[src/rtl/back_or_window.sv]
// Back-plane region former: per-bar rise detect, mask and pulse stretch, then an OR
// into overlapping bar windows, with registered region hits, any-flag and multiplicity.
module back_or_window #(
    parameter int N_BACK = 28,
    parameter int N_REG  = 18,
    parameter int IW     = 8,
    parameter logic [N_REG*IW-1:0] REG_LO = {
        8'd23, 8'd21, 8'd20, 8'd19, 8'd17, 8'd16, 8'd15, 8'd13, 8'd12,
        8'd11, 8'd9,  8'd8,  8'd6,  8'd5,  8'd4,  8'd2,  8'd1,  8'd0
    },
    parameter logic [N_REG*IW-1:0] REG_HI = {
        8'd27, 8'd26, 8'd25, 8'd23, 8'd22, 8'd21, 8'd19, 8'd18, 8'd16,
        8'd15, 8'd14, 8'd12, 8'd11, 8'd10, 8'd8,  8'd7,  8'd6,  8'd4
    },
    parameter int CW = 8,
    parameter int MW = $clog2(N_REG + 1)
) (
    input  logic              clk,
    input  logic              rst_n,
    input  logic [N_BACK-1:0] back_in,
    input  logic [N_BACK-1:0] bar_mask,
    input  logic [CW-1:0]     stretch_len,
    input  logic              latch_mode,
    input  logic              clear,
    output logic [N_REG-1:0]  region_out,
    output logic              region_any,
    output logic [MW-1:0]     region_mult
);

    function automatic bit tables_ok();
        bit ok;
        ok = 1'b1;
        for (int i = 0; i < N_REG; i++) begin
            if (int'(REG_LO[i*IW +: IW]) > int'(REG_HI[i*IW +: IW])) ok = 1'b0;
            if (int'(REG_HI[i*IW +: IW]) >= N_BACK) ok = 1'b0;
        end
        if (N_BACK > (1 << IW)) ok = 1'b0;
        return ok;
    endfunction

    localparam bit TABLES_OK = tables_ok();

    if (!TABLES_OK) begin : g_bad_tables
        $fatal(1, "back_or_window: region window table out of range");
    end

    logic [N_BACK-1:0] back_prev_q, back_prev_d;
    logic [CW-1:0]     cnt_q [N_BACK];
    logic [CW-1:0]     cnt_d [N_BACK];
    logic [N_REG-1:0]  region_out_q, region_out_d;
    logic              region_any_q, region_any_d;
    logic [MW-1:0]     region_mult_q, region_mult_d;

    logic [N_BACK-1:0] rise;
    logic [N_BACK-1:0] bar_act;
    logic [N_REG-1:0]  region_raw;
    logic [CW-1:0]     load_len;

    always_comb begin
        back_prev_d = back_in;
        rise        = back_in & ~back_prev_q & ~bar_mask;
        load_len    = (stretch_len == '0) ? CW'(1) : stretch_len;
        for (int j = 0; j < N_BACK; j++) begin
            // Mask wins over a rise so a disabled bar can never start or keep a stretch.
            cnt_d[j] = cnt_q[j];
            if (bar_mask[j]) begin
                cnt_d[j] = '0;
            end else if (rise[j]) begin
                cnt_d[j] = load_len;
            end else if (cnt_q[j] != '0) begin
                cnt_d[j] = cnt_q[j] - CW'(1);
            end
            bar_act[j] = (cnt_q[j] != '0);
        end
    end

    always_comb begin
        region_raw = '0;
        for (int i = 0; i < N_REG; i++) begin
            for (int j = 0; j < N_BACK; j++) begin
                if (j >= int'(REG_LO[i*IW +: IW]) && j <= int'(REG_HI[i*IW +: IW])) begin
                    region_raw[i] = region_raw[i] | bar_act[j];
                end
            end
        end
    end

    always_comb begin
        // A new hit ORed after the clear survives a coincident clear.
        if (latch_mode) begin
            region_out_d = (clear ? '0 : region_out_q) | region_raw;
        end else begin
            region_out_d = region_raw;
        end
        region_any_d  = |region_raw;
        region_mult_d = '0;
        for (int i = 0; i < N_REG; i++) begin
            region_mult_d = region_mult_d + MW'(region_out_q[i]);
        end
    end

    always_ff @(posedge clk) begin
        if (!rst_n) begin
            back_prev_q   <= '1;
            region_out_q  <= '0;
            region_any_q  <= 1'b0;
            region_mult_q <= '0;
            for (int j = 0; j < N_BACK; j++) begin
                cnt_q[j] <= '0;
            end
        end else begin
            back_prev_q   <= back_prev_d;
            region_out_q  <= region_out_d;
            region_any_q  <= region_any_d;
            region_mult_q <= region_mult_d;
            for (int j = 0; j < N_BACK; j++) begin
                cnt_q[j] <= cnt_d[j];
            end
        end
    end

    assign region_out  = region_out_q;
    assign region_any  = region_any_q;
    assign region_mult = region_mult_q;

endmodule

[config.mk]
export PLATFORM = sky130hd
export DESIGN_NAME = back_or_window
export DESIGN_NICKNAME = d
export VERILOG_FILES = /design/src/rtl/back_or_window.sv
export SDC_FILE = /design/constraint.sdc
export NUM_CORES = 1
export LEC_CHECK = 0
export ABC_AREA = 1
export CORE_MARGIN = 2
export CORE_UTILIZATION = 50
export DETAILED_ROUTE_END_ITERATION = 16
export DONT_BUFFER_PORTS = 1
export SYNTH_ARGS = -nofsm -noshare
export SYNTH_HDL_FRONTEND = slang
export SYNTH_SLANG_ARGS = --single-unit
[constraint.sdc]
create_clock -name clk -period 4.56 [get_ports clk]
set_input_delay 0.684 -clock clk [delete_from_list [all_inputs] [get_ports clk]]
set_output_delay 0.684 -clock clk [all_outputs]
set_load 0.02 [all_outputs]
==> results of run 1 <==
[power groups by stage]
stage	sequential [W]	combinational [W]	clock, W
4_1_cts	0.00373	0.00813	0.00260
3_5_place_dp	0.00377	0.00807	0
6_report	0.00374	0.00811	0.00255
2_1_floorplan	0.00366	0.00669	0
3_3_place_gp	0.00377	0.00795	0
5_1_grt	0.00383	0.00937	0.00269
[layout by cell type (no fill, tap or decap), types with 2 or more instances in the layout]
| cell type | instances |
|---|---|
| a31oi_1 | 59 |
| nor3_2 | 34 |
| nand3b_1 | 6 |
| nor2_1 | 240 |
| nor2_2 | 26 |
| buf_4 | 16 |
| nand2_2 | 5 |
| xor2_1 | 95 |
| inv_2 | 10 |
| clkbuf_8 | 10 |
| clkinv_2 | 5 |
| nor4_1 | 3 |
| nand4_2 | 2 |
| a21oi_1 | 143 |
| o21ai_0 | 17 |
| bufinv_16 | 2 |
| nor3_4 | 3 |
| nand4_1 | 8 |
| clkbuf_16 | 31 |
| a221oi_1 | 2 |
| or3_1 | 2 |
| ha_1 | 59 |
| or2_2 | 20 |
| a211oi_1 | 2 |
| xnor2_1 | 52 |
| fa_1 | 12 |
| clkbuf_1 | 7 |
| a22oi_1 | 49 |
| nor3_1 | 47 |
| dfxtp_1 | 276 |
| nand2_1 | 539 |
| nand3_1 | 49 |
| inv_1 | 230 |
| nand3_2 | 4 |
| nor2_4 | 7 |
[cells in the mapped netlist, drive strengths merged]
master	number	area [um^2]
xnor2	52	455
ha	59	738
a31oi	59	369
inv	240	901
a211oi	2	15.0
nand3	53	285
buf	21	105
or3	2	12.5
o31ai	1	7.51
a22oi	49	368
nand4	10	75.1
nor3	84	624
a21o	1	7.51
dfxtp	276	5530
a221oi	2	17.5
nor2	273	1140
o21ai	18	90.1
or2	21	134
a31o	1	8.76
a22o	1	8.76
a21oi	143	716
nand2	544	2050
nor4	3	18.8
xor2	95	832
nand3b	6	45.0
fa	12	240
clkbuf	34	128
[state kept, by name (all words and copies together) (netlist names)]
| register | flops |
|---|---|
| cnt_q | 224 |
| region_any | 1 |
| region_out | 18 |
| back_prev_q | 28 |
| region_mult | 5 |
[metal layers]
metal	wire length, um	up-vias	GRT usage, %
li1	-	6547	-
met2	17400	239	40.6
met4	714	0	5.96
met3	1850	42	3.48
met5	0	-	0
met1	17900	5895	32.9
[per-stage QoR]
stage | total power, W | instances
3_5_place_dp | 0.0118 | 2413
2_1_floorplan | 0.0104 | 2062
3_3_place_gp | 0.0117 | 2413
4_1_cts | 0.0145 | 2470
6_report | 0.0144 | 2470
5_1_grt | 0.0159 | 2470
[cell families after synthesis]
logic type	after synthesis
AND/OR/NAND/NOR	996
adder cells (fa/ha/maj)	71
AO/OA/AOI/OAI	277
buffers and inverters	295
XOR/XNOR	147
flip-flops	276
[worst paths after layout]
| kind | endpoint | depth (start not counted) |
|---|---|---|
| max | region_mult[4] | 13 |
| min | back_prev_q[27] | 1 |
| max reg2reg | region_mult[4] | 13 |
| min reg2reg | cnt_q[1][73] | 2 |
[layout make-up]
cell class / instances / area, um^2 / area share, %
sequential: 276 / 5530 / 33.8
clock inverter: 9 / 105 / 0.643
tap: 390 / 488 / 2.99
timing repair buffer: 16 / 120 / 0.735
inverter: 240 / 901 / 5.51
clock buffer: 48 / 940 / 5.75
multi-input combinational: 1491 / 8270 / 50.6
[worst reg2reg max path, cell delays in order (launching register included)]
cell	delay, ps
dfxtp_1	500
inv_1	110
fa_1	510
fa_1	450
fa_1	510
fa_1	420
fa_1	490
inv_1	40
ha_1	200
fa_1	380
nand2_1	90
a21oi_1	60
nor2_1	80
nor2_1	40
==> run_results.csv, run 1 <==
group,metric,value,unit
synth,netlist_area,14900,um^2
drt,vias,12723,
clock_tree,holdBufCountCts,0,
global_routing,grt_start_max_net_pins,39,
setup_path,crit_path_end_kind,"flip-flop",
clock_tree,cts_resized,0,
synth,synth_xor_area_share,8.63,%
sta,rsz0062_at_grt,"no",
finish,area_growth,9.52,%
synth,synth.mux.area_fraction,0,%
drt,drt_pass1_iterations,5,
min_path,hp-start,"rst_n",
drt,first_iter_violations,838,
sta,max_freq,250,MHz
setup_path,crit_path_start_kind,"flip-flop",
clock_tree,cts_tree,"yes",
sta,slew_violations,0,
sta,fin_crit_sh,87.7,%
setup_path,startpoint,"region_out[15]",
global_routing,grt_first_pass_wirelength,61300,um
setup_path,critical_path.max_fanout,3,
synth,synth.avg_cell_area,7.24,um^2
synth,seq_area_frac_synth,37.0,%
power_and_ir_drop,sw_frac_of_total,45.7,%
setup_path,crit_required,5010,ps
finish,antenna_cells,0,
finish,fin_nets,2195,
placed_design,dpl_worst_slack,542,ps
synth,syn_nets,2201,
clock_tree,clkLatencyLatePin,570,ps
placed_design,portBuffers,0,
sta,timing.final.ws_setup,561,ps
power_and_ir_drop,clockPowerShare,17.7,%
setup_path,r2r_start,"region_out[15]",
finish,design_area,16300,um^2
sta,tightest_slew,1010,ps
sta,setup_viol,0,
sta,skew,15.0,ps
setup_path,crit_chain,"inv_1, fa_1, fa_1, fa_1, fa_1, fa_1, inv_1, ha_1, fa_1, nand2_1, a21oi_1, nor2_1, nor2_1",
placed_design,gp_congestion,0.838,
min_path,min_path_type,"in -> reg",
floorplan,die_width,177,um
synth,yosysWarnings,0,
clock_tree,root_buffer,"clkbuf_16",
power_and_ir_drop,p_leak,7.20,nW
floorplan,die_h,177,um
floorplan,start_util,50.6,%
floorplan,core,29500,um^2
setup_path,crit_type,"reg -> reg",
global_routing,grt_overflow,0,
placed_design,hpwl,24700,um
clock_tree,numCtsBuffers,31,
floorplan,rows,63,
setup_path,worst_path_max_delay_cell,"fa_1",
sta,finalHoldViolCount,0,
clock_tree,path_clk_slew,60,ps
power_and_ir_drop,seqPwrFrac,26.0,%
sta,fin_setup_tns,0,ps
power_and_ir_drop,vdd_drop_max,0.000350,V
drt,drtAntennaViolNets,0,
power_and_ir_drop,power.density,880,nW/um^2
placed_design,post_dp_cell_area,15300,um^2
sta,fin_crit,4000,ps
sta,slew_headroom,32.3,%
floorplan,ios,92,
drt,route.detailed.drc,0,
clock_tree,cts_setup_buffers,0,
clock_tree,cts_sinks,276,
global_routing,grt_pass1_vias,12050,
power_and_ir_drop,internal-power,0.00781,W
clock_tree,clockBufferDepth,3,
synth,synth_top_family_by_area,"simple AND/OR/NAND/NOR gates",
synth,ys_ff_latch,276,
finish,fillCellCount,2863,
setup_path,crit_buf_inv,2,
status,status,"completed",
sta,worst_hold_slack,186,ps
power_and_ir_drop,switching_power,0.00658,W
synth,syn_inst,2062,
clock_tree,htree_levels,1,
global_routing,grt_usage,24.2,%
setup_path,cp.arrival,4450,ps
global_routing,antenna_found_initial,0,
synth,yosys.cell_types.count,39,
drt,via_per_inst,5.15,
synth,synthAdderAreaFrac,6.56,%
setup_path,worst_path_most_repeated_cell,"fa_1",
synth,synth_compound_area_share,10.8,%
synth,yosys.area_share.simple,29.4,%
floorplan,dieArea,31200,um^2
setup_path,reg2reg_slack,560,ps
drt,drt_wl_total,37900,um
finish,fin_util,55.4,%
setup_path,cpPeakStageDelay,510,ps
finish,drive_above_1_share,8.61,%
power_and_ir_drop,power.combinational.fraction,56.3,%
drt,wl_per_cell,15.3,um
run,cap_violations,0,
setup_path,cp_top_family,"adder cells",
Power figures use the tool's default switching activity.
==> run 2: changes to the inputs <==
--- a/config.mk
+++ b/config.mk
@@ -7,7 +7,7 @@
 export LEC_CHECK = 0
 export ABC_AREA = 1
 export CORE_MARGIN = 2
-export CORE_UTILIZATION = 50
+export CORE_UTILIZATION = 35
 export DETAILED_ROUTE_END_ITERATION = 16
 export DONT_BUFFER_PORTS = 1
 export SYNTH_ARGS = -nofsm -noshare
==> constraint.sdc (replaced) <==
create_clock -name clk -period 4.56 [get_ports clk]
set_input_delay 1.368 -clock clk [delete_from_list [all_inputs] [get_ports clk]]
set_output_delay 1.368 -clock clk [all_outputs]
set_load 0.05 [all_outputs]
==> run 2 against run 1 <==
Compared with the run above: clock-buffer cell count did not move; largest power group unchanged; power down 0.81%; critical path type unchanged; final cell count rose by 6.0%.
==> run_results.csv, run 2 (synthesis gave the netlist of run 1 again) <==
group,metric,value,unit
setup_path,worst_path_most_repeated_cell,"fa_1",
finish,layout_common_cells,"nand2_1 (539), dfxtp_1 (276), nor2_1 (240)",
drt,first_iter_violations,755,
setup_path,r2r_start,"region_out[0]",
drt,vias,12798,
finish,fin_cells,2619,
setup_path,crit_required,4980,ps
clock_tree,numCtsBuffers,31,
setup_path,cp_top_family,"adder cells",
drt,drtAntennaViolNets,0,
sta,skew,14.3,ps
setup_path,critical_path.max_fanout,2,
drt,route.detailed.drc,0,
placed_design,hpwl,25900,um
power_and_ir_drop,seqPwrFrac,26.5,%
clock_tree,clkLatencyLatePin,580,ps
placed_design,dp.cells,2568,
sta,max_freq,254,MHz
setup_path,crit_path_start_kind,"flip-flop",
setup_path,crit_chain,"inv_1, fa_1, fa_1, fa_1, fa_1, fa_1, inv_1, ha_1, fa_1, nand2_1, a21oi_1, nor2_1, nor2_1",
drt,drt_pass1_iterations,6,
power_and_ir_drop,power.density,869,nW/um^2
sta,fin_crit,3940,ps
power_and_ir_drop,clockPowerShare,16.0,%
setup_path,cp.arrival,4350,ps
sta,finalHoldViolCount,0,
setup_path,cpPeakStageDelay,570,ps
drt,wl_per_cell,14.9,um
setup_path,crit_buf_inv,2,
finish,largest_reg_flops,224,
run,cap_violations,0,
floorplan,start_util,35.5,%
min_path,hp-start,"cnt_q[1][57]",
placed_design,gp_congestion,0.820,
global_routing,grt_pass1_vias,12337,
sta,worst_hold_slack,485,ps
clock_tree,clockBufferDepth,3,
floorplan,core,42000,um^2
sta,slew_headroom,30.1,%
status,status,"completed",
finish,fin_nets,2201,
floorplan,die_h,210,um
setup_path,startpoint,"region_out[0]",
power_and_ir_drop,power.combinational.fraction,57.5,%
power_and_ir_drop,p_leak,7.14,nW
global_routing,grt_overflow,0,
sta,slew_violations,0,
sta,timing.final.ws_setup,625,ps
finish,area_growth,10.1,%
setup_path,crit_type,"reg -> reg",
sta,fin_setup_tns,0,ps
global_routing,grt_start_max_net_pins,44,
power_and_ir_drop,vdd_drop_max,0.000321,V
placed_design,portBuffers,0,
setup_path,crit_path_end_kind,"flip-flop",
floorplan,ios,92,
finish,drive_above_1_share,8.32,%
power_and_ir_drop,sw_frac_of_total,46.7,%
power_and_ir_drop,internal-power,0.00760,W
power_and_ir_drop,switching_power,0.00667,W
clock_tree,path_clk_slew,60,ps
finish,mostFrequentLayoutCell,"nand2_1",
global_routing,antenna_found_initial,0,
sta,setup_viol,0,
global_routing,grt_usage,17.5,%
drt,drt_wl_total,38900,um
clock_tree,cts_resized,0,
finish,antenna_cells,0,
sta,rsz0062_at_grt,"no",
global_routing,grt_first_pass_wirelength,62900,um
clock_tree,cts_setup_buffers,0,
clock_tree,holdBufCountCts,0,
drt,via_per_inst,4.89,
clock_tree,cts_tree,"yes",
sta,fin_crit_sh,86.3,%
floorplan,dieArea,44300,um^2
min_path,min_path_type,"reg -> reg",
placed_design,dpl_worst_slack,640,ps
finish,top_register,"cnt_q",
setup_path,worst_path_max_delay_cell,"fa_1",
clock_tree,root_buffer,"clkbuf_16",
sta,tightest_slew,1050,ps
floorplan,rows,75,
floorplan,die_width,210,um
clock_tree,htree_levels,1,
clock_tree,cts_sinks,276,
==> run 2: cell count changes in the layout (fill, tap and decap cells not counted) <==
cell	previous run	this run
clkbuf_8	10	4
bufinv_16	2	0
inv_6	1	0
buf_4	16	22
clkinvlp_4	0	1
clkinv_2	5	2
clkbuf_1	7	13
inv_8	1	0
==> run 2: final timing paths <==
| check | to | slack [ps] | cells past startpoint |
|---|---|---|---|
| setup / recovery | region_mult[4] | 620 | 13 |
| hold / removal | cnt_q[1][57] | 490 | 2 |
| setup reg to reg | region_mult[4] | 620 | 13 |
| hold reg to reg | cnt_q[1][57] | 490 | 2 |
==> run 2: worst register-to-register path, stage by stage (launching register included) <==
cell     delay (ps)
dfxtp_1         340
inv_1            60
fa_1            570
fa_1            450
fa_1            540
fa_1            430
fa_1            480
inv_1            40
ha_1            190
fa_1            380
nand2_1          90
a21oi_1          60
nor2_1          100
nor2_1           50
==> run 2: power by group through the flow <==
stage | logic, W | clock network (W) | registers (W)
after floorplan | 0.00669 | 0 | 0.00375
after global placement | 0.00799 | 0 | 0.00380
after detailed placement | 0.00816 | 0 | 0.00381
after CTS | 0.00823 | 0.00235 | 0.00378
after global routing | 0.00945 | 0.00245 | 0.00388
final | 0.00820 | 0.00228 | 0.00378
==> run 2: per-layer routing <==
layer  GRT usage, %  vias up  share of wire (%)
li1               -     6555                  -
met1           22.6     5927                 46
met2           29.3      241                 45
met3           3.29       75                5.0
met4           6.39        0                3.7
met5              0        -                  0
==> run 2: area by class of cell <==
type                            instances  area (um^2)
Fill cell                            4379        25600
Multi-Input combinational cell       1491         8270
Sequential cell                       276         5530
Clock buffer                           48          880
Clock inverter                          3         17.5
Inverter                              240          901
Tap cell                              539          674
Timing Repair Buffer                   22          165
==> run 2: per-stage QoR <==
| step | area, um^2 | utilization, % | total power, W |
|---|---|---|---|
| 3_5_place_dp | 15500 | 36.9 | 0.0120 |
| 4_1_cts | 16400 | 39.1 | 0.0144 |
| 3_3_place_gp | 15500 | 36.9 | 0.0118 |
| 6_report | 16400 | 39.1 | 0.0143 |
| 5_1_grt | 16400 | 39.1 | 0.0158 |
| 2_1_floorplan | 14900 | - | 0.0104 |
